--- src/rtl/instr_fetch_unit_pkg.sv ---
// instr_fetch_unit_pkg: shared fetch constants and fetch FSM encoding
package instr_fetch_unit_pkg;
  localparam int XLEN_DEF = 32;
  localparam logic [31:0] NOP = 32'h0000_0013;
  typedef enum logic [1:0] {REQ = 2'd0, WAIT = 2'd1, DRAIN = 2'd2} fetch_state_t;
endpackage

--- src/rtl/fetch_fifo.sv ---
// fetch_fifo: prefetch FIFO of {pc, inst} pairs with flush
module fetch_fifo #(
  parameter int DEPTH = 4,
  parameter int W = 64,
  parameter logic [W-1:0] RST_VAL = '0
) (
  input  logic         clk,
  input  logic         rst,
  input  logic         push,
  input  logic         pop,
  input  logic         flush,
  input  logic [W-1:0] din,
  output logic [W-1:0] dout,
  output logic         full,
  output logic         empty
);
  localparam int AW = $clog2(DEPTH);
  logic [W-1:0] mem [DEPTH];
  logic [AW-1:0] wr, rd;
  logic [AW:0] count;
  assign dout = mem[rd];
  assign full = count == (AW+1)'(DEPTH);
  assign empty = count == '0;
  always_ff @(posedge clk or posedge rst)
    if (rst) begin
      for (int i = 0; i < DEPTH; i++) mem[i] <= RST_VAL;
      wr <= '0;
      rd <= '0;
      count <= '0;
    end else if (flush) begin
      wr <= '0;
      rd <= '0;
      count <= '0;
    end else begin
      if (push) begin
        mem[wr] <= din;
        wr <= wr + AW'(1);
      end
      if (pop) rd <= rd + AW'(1);
      count <= count + (AW+1)'(push) - (AW+1)'(pop);
    end
endmodule

--- src/rtl/instr_fetch_unit.sv ---
// instr_fetch_unit: decoupled fetch stage; one outstanding memory request,
// prefetch FIFO toward decode, redirect flushes and drains in-flight fetches
module instr_fetch_unit
  import instr_fetch_unit_pkg::*;
#(
  parameter int DEPTH = 4,
  parameter int XLEN = XLEN_DEF,
  parameter logic [XLEN-1:0] RESET_PC = '0
) (
  input  logic            clk,
  input  logic            rst,
  output logic            mem_req_valid,
  output logic [XLEN-1:0] mem_req_addr,
  input  logic            mem_req_ready,
  input  logic            mem_rsp_valid,
  input  logic [XLEN-1:0] mem_rsp_data,
  input  logic            redirect_valid,
  input  logic [XLEN-1:0] redirect_pc,
  output logic            inst_valid,
  output logic [XLEN-1:0] inst_data,
  output logic [XLEN-1:0] inst_pc,
  input  logic            inst_ready
);
  fetch_state_t state, state_n;
  logic [XLEN-1:0] fpc, req_pc;
  logic full, empty, fire, push, pop;
  logic [2*XLEN-1:0] head;
  // a full FIFO blocks issue so every outstanding response has a free slot
  assign mem_req_valid = !rst && state == REQ && !full && !redirect_valid;
  assign mem_req_addr = fpc;
  assign fire = mem_req_valid && mem_req_ready;
  assign push = state == WAIT && mem_rsp_valid && !redirect_valid;
  assign inst_valid = !empty && !redirect_valid;
  assign pop = inst_valid && inst_ready;
  assign {inst_pc, inst_data} = head;
  fetch_fifo #(
    .DEPTH(DEPTH),
    .W(2*XLEN),
    .RST_VAL({RESET_PC, {XLEN{1'b0}}})
  ) u_fifo (
    .clk(clk),
    .rst(rst),
    .push(push),
    .pop(pop),
    .flush(redirect_valid),
    .din({req_pc, mem_rsp_data}),
    .dout(head),
    .full(full),
    .empty(empty)
  );
  always_comb begin
    state_n = state;
    state_n = state == REQ ? (fire ? WAIT : REQ) :
              mem_rsp_valid ? REQ :
              (state == WAIT && redirect_valid) ? DRAIN : state;
  end
  always_ff @(posedge clk or posedge rst)
    if (rst) begin
      state <= REQ;
      fpc <= RESET_PC;
      req_pc <= RESET_PC;
    end else begin
      state <= state_n;
      if (redirect_valid) fpc <= redirect_pc & {{(XLEN-2){1'b1}}, 2'b00};
      else if (fire) begin
        req_pc <= fpc;
        fpc <= fpc + XLEN'(4);
      end
    end
endmodule

--- config.mk ---
export PLATFORM = sky130hd
export DESIGN_NAME = instr_fetch_unit
export DESIGN_NICKNAME = d
export VERILOG_FILES = /design/src/rtl/instr_fetch_unit_pkg.sv /design/src/rtl/fetch_fifo.sv /design/src/rtl/instr_fetch_unit.sv
export SDC_FILE = /design/constraint.sdc
export NUM_CORES = 1
export LEC_CHECK = 0
export ABC_AREA = 1
export BUFFER_PORTS_ARGS = -buffer_cell sky130_fd_sc_hd__buf_4
export CAP_MARGIN = 20
export CORE_MARGIN = 4
export CORE_UTILIZATION = 50
export CTS_CLUSTER_DIAMETER = 50
export DETAILED_ROUTE_END_ITERATION = 7
export HOLD_SLACK_MARGIN = 0.06
export PLACE_DENSITY = 0.7
export SLEW_MARGIN = 40
export SYNTH_ARGS = -nofsm -noshare
export SYNTH_HDL_FRONTEND = slang
export SYNTH_SLANG_ARGS = --single-unit
--- constraint.sdc ---
create_clock -name clk -period 24.4 [get_ports clk]
set_input_delay 2.44 -clock clk [delete_from_list [all_inputs] [get_ports clk]]
set_output_delay 2.44 -clock clk [all_outputs]
set_load 0.01 [all_outputs]
# After elaboration in Yosys (flattened, before gate mapping)
# Index checks and enable logic that the tools add are counted.
[totals]
reg_bits = 329
inputBits = 70
output_inout_bits = 98
wordCells = 62
[classes]
add_sub_neg = 5
order_cmp = 3
n_eq_ne = 2
n_mux = 17
n_bitwise = 3
n_reduce_logical = 22
[ops]
columns = ["cell", "n"]
rows = [
  ["256-bit bitwise mux", 1],
  ["64-bit 2-to-1 mux", 3],
  ["64-bit binary-select mux with 2-bit select", 1],
  ["64-bit demux with 2-bit select", 1],
  ["32-bit 2-to-1 mux", 2],
  ["32-bit by 3-bit adder with 32-bit output (second input constant)", 1],
  ["2-bit 2-to-1 mux", 7],
  ["1-bit logical AND", 10],
  ["3-bit greater-or-equal comparator (second input constant)", 2],
  ["2-bit NOT with 3-bit output", 2],
  ["2-bit nonzero test", 3],
  ["2-bit by 1-bit adder with 2-bit output (second input constant)", 2],
  ["1-bit zero test", 4],
  ["2-bit AND reduction", 2],
  ["3-bit by 1-bit adder with 3-bit output", 1],
  ["3-bit == test (second input constant)", 1],
  ["3-bit zero test", 1],
  ["3-bit by 1-bit less-than comparator with 1-bit output (second input constant)", 1],
  ["3-bit 2-to-1 mux", 1],
  ["3-bit nonzero test", 1],
  ["3-bit by 1-bit subtractor with 3-bit output", 1],
  ["2-bit by 1-bit == test with 1-bit output (second input constant)", 1],
  ["2-bit zero test", 1],
  ["1-bit 2-to-1 mux", 1],
  ["1-bit NOT", 1],
]

# Logic depth before layout (Yosys ltp)
[logic_depth]
ltp_word = 7
depth_mapped = 12

# Cells and area by module
# From an unflattened synthesis, not the netlist that was laid out.
[hier_totals]
hier_cells = 1905
area_unflattened_um2 = 15323.4
[by_module_without_submodules]
columns = ["module", "instances", "cells_each", "area_each_um2", "seq_area_each_um2"]
rows = [
  ["fetch_fifo", 1, 1431, 11878.9, 6581.3],
  ["instr_fetch_unit", 1, 474, 3444.6, 1551.5],
]

# Worst setup path after synthesis
# OpenSTA, ideal clock, no wires.
[synth_path]
path_type = "input to output"
startpoint = "input rst"
endpoint = "output mem_req_valid"
arrival_ns = 9.628
required_ns = 21.960
path_slack_ns = 12.332
path_stages = 5
path_cell_list = "inv_1 nand2_1 nor2_1 nand2_1 inv_1"
[synth_between]
elab_chain_len = 4
[synth_rtl]
columns = ["item", "line_no", "source"]
rows = [
  ["from (decl)", "instr_fetch_unit.sv:11", "input logic rst,"],
  ["1-bit zero test (no line)", "n/a", ""],
  ["1-bit logical AND (3 in series)", "instr_fetch_unit.sv:29", "assign mem_req_valid = !rst && state == REQ && !full && !redirect_valid;"],
  ["to (decl)", "instr_fetch_unit.sv:12", "output logic mem_req_valid,"],
]
# Every way passes these cells.

# Final worst setup path
# Ends and elaborated chain as after synthesis.

==> metrics <==
Critical Path RT=21.96 ns; RSZ-0062 raised after global routing=false; Setup TNS=0 ns; peak supply drop=0.0490 mV; Yosys warning total=0; largest net degree at the start of global routing=156; final instance area=17000 um^2; Area after DPL=15700 um^2; WS Path Type=input pin to primary output; Leak Pwr=8.35 nW; CTS sink cnt=317; crit path cell chain=buf_4 > inv_8 > nand2_1 > nor2_1 > nand2_1 > inv_1 > buf_4; Area Overhead vs Synth=17.1%; Fmax achieved=167 MHz; Detailed Place HPWL=21200 um; Core Box Area=28700 um^2; status=finished, final reports clean; clk root buf=clkbuf_16; setup violators final=0; Hold Crit Start=u_fifo.mem[61]$_DFFE_PP0P_; Cells after Synth=1753; Tightest Hold Check Type=flop to flop; Seq/Total Area, Yosys=54.6%; Yosys cell types=28; vias in the first global route=11300; routed len/inst=15.6 um; initial core utilization=50.7%; Setup crit start=rst; final period utilization=24.5%; WHS Path Cells=2; Overall Global Routing Usage=22.3%; Final GP Congestion=0.884; initial antenna violation count=0; DRC=0; crit path DAT=3.55 ns; CTS Buf Count=38; drt via density=5.32; Clk pin slew, worst setup/hold paths=0.05 ns; worst clock skew=0.0111 ns; total of max-cap violations=0; Overflow after GRT=0; crit-path max cell delay=0.34 ns; Power Density=101 nW/um^2; ANT cells=0; Crit Path Max Fanout=79; Avg Cell Area, Syn=8.29 um^2; initial DRC count=1065; Hold Violations, Final=0; first-pass GRT wire length=58100 um; Top FF cell, synth=dfrtp_1; #FFs+latches synth=317; most frequent cells in the layout=443 x nand2_1, 315 x dfrtp_1, 232 x o21ai_1, 178 x o21ai_0, 169 x buf_4; H-tree depth=2; Post-CTS Setup Bufs=0; Worst R2R Start=state[1]$_DFFE_PP0P_; Longest Clk Path Bufs=3; Worst slew margin=43.7%; DRT Wirelength=35300 um; Crit. End Element=primary output; # fillers=2601; Die Wd=179 um; commonest non-fill, non-tap cell in the layout=nand2_1; I/O pin cnt=168; DIE AREA=31900 um^2; R2R cell count=5; post_cts resized=0; # nets final=1935; Min Clock Period, post-route=5.99 ns; Worst R2R Setup Slack=21.99 ns; Worst Tran Pin Value=0.845 ns; CTS Hold Buffers Added=0; EDFF count, synth=0; Die Span Y=179 um; CTS tree=done; total power=0.00172 W; fraction of layout cells with a size suffix above 1=13.8%; R2R Path End=u_fifo.mem[5]$_DFFE_PP0P_; Worst path slowest cell=inv_8; Cell Rows=62; DRT Pass-1 Iters=5; hold endpoint=u_fifo.mem[61]$_DFFE_PP0P_; clk_lat worst skew=0.52 ns; # port buffers=161; synthesized area=14500 um^2; via count of the routed design=12100; startpoint types=input pin; post-route ant nets=0; Final Max Tran Viols=0; Post-synth ARST share=100%
==> cell usage after synthesis (all sizes together), types with 2 or more instances <==
library cell / count / area (um^2)
ha: 7 / 87.6
nand2: 447 / 1710
o21ai: 418 / 2120
inv: 130 / 488
nand3: 76 / 385
clkbuf: 66 / 248
buf: 47 / 423
dfrtp: 317 / 7930
nor2: 167 / 627
o22ai: 63 / 394
or2: 2 / 12.5
o211ai: 5 / 37.5
==> per-layer routing <==
metal  vias to the layer above  wire, um  GRT usage, %  part of all wire, %
met5                         -         0             0                    0
met4                         0       821          6.27                  2.3
met3                        60      2230          3.67                  6.3
met2                       379     15700          34.0                   45
met1                      5662     16500          33.1                   47
li1                       5961         -             -                    -
==> worst max-delay path: cells and delay by family <==
kind	cells	cell delay, ns
AND/OR/NAND/NOR	3	0.37
buffers and inverters	4	0.64
==> through the flow <==
step,hold WS [ns],util [%],setup WS [ns],instances
2_1_floorplan,0.448,-,12.33,1756
3_3_place_gp,0.460,54.6,18.41,2200
3_5_place_dp,0.465,54.7,18.40,2200
4_1_cts,0.480,59.2,18.39,2268
5_1_grt,0.486,59.3,18.24,2269
6_report,0.479,59.3,18.41,2269
==> registers in the layout, summed over array words and instances (netlist names) <==
name          cells
state             2
u_fifo.rd         2
u_fifo.wr         2
u_fifo.mem      248
req_pc           30
u_fifo.count      3
mem_req_addr     30
==> power by group <==
part	leakage [nW]	internal [W]	switching [W]
Sequential	4.26	0.000607	0.0000620
Clock	0.634	0.000348	0.000218
Combinational	3.45	0.000203	0.000283
==> kinds of logic (layout without fill, tap and decap cells) <==
kind of cell | count (synthesis) | count (layout) | share of synthesized area (%)
flip-flops | 317 | 317 | 54.6
adder cells (fa/ha/maj) | 8 | 8 | 0.740
AND/OR/NAND/NOR | 694 | 694 | 19.0
XOR/XNOR | 2 | 2 | 0.121
other | 1 | 4 | 0.0258
buffers and inverters | 244 | 373 | 7.99
AO/OA/AOI/OAI | 487 | 487 | 17.6
==> area by class of cell <==
cell class	count	area, um^2	share of cell area [%]
Clock inverter	13	116	0.684
Inverter	131	504	2.96
Clock buffer	55	1180	6.92
Sequential cell	317	7940	46.6
Tap cell	384	480	2.82
Timing Repair Buffer	174	1350	7.93
Multi-Input combinational cell	1195	5460	32.0
==> worst max-delay path by stage <==
stage / endpoint / slack, ns / cells past startpoint
after floorplan: mem_req_valid / 12.33 / 5
after detailed placement: mem_req_valid / 18.40 / 7
after global routing: mem_req_valid / 18.24 / 7
after CTS: mem_req_valid / 18.39 / 7
after global placement: mem_req_valid / 18.41 / 7
final: mem_req_valid / 18.41 / 7
(Power assumes the default switching activity.)
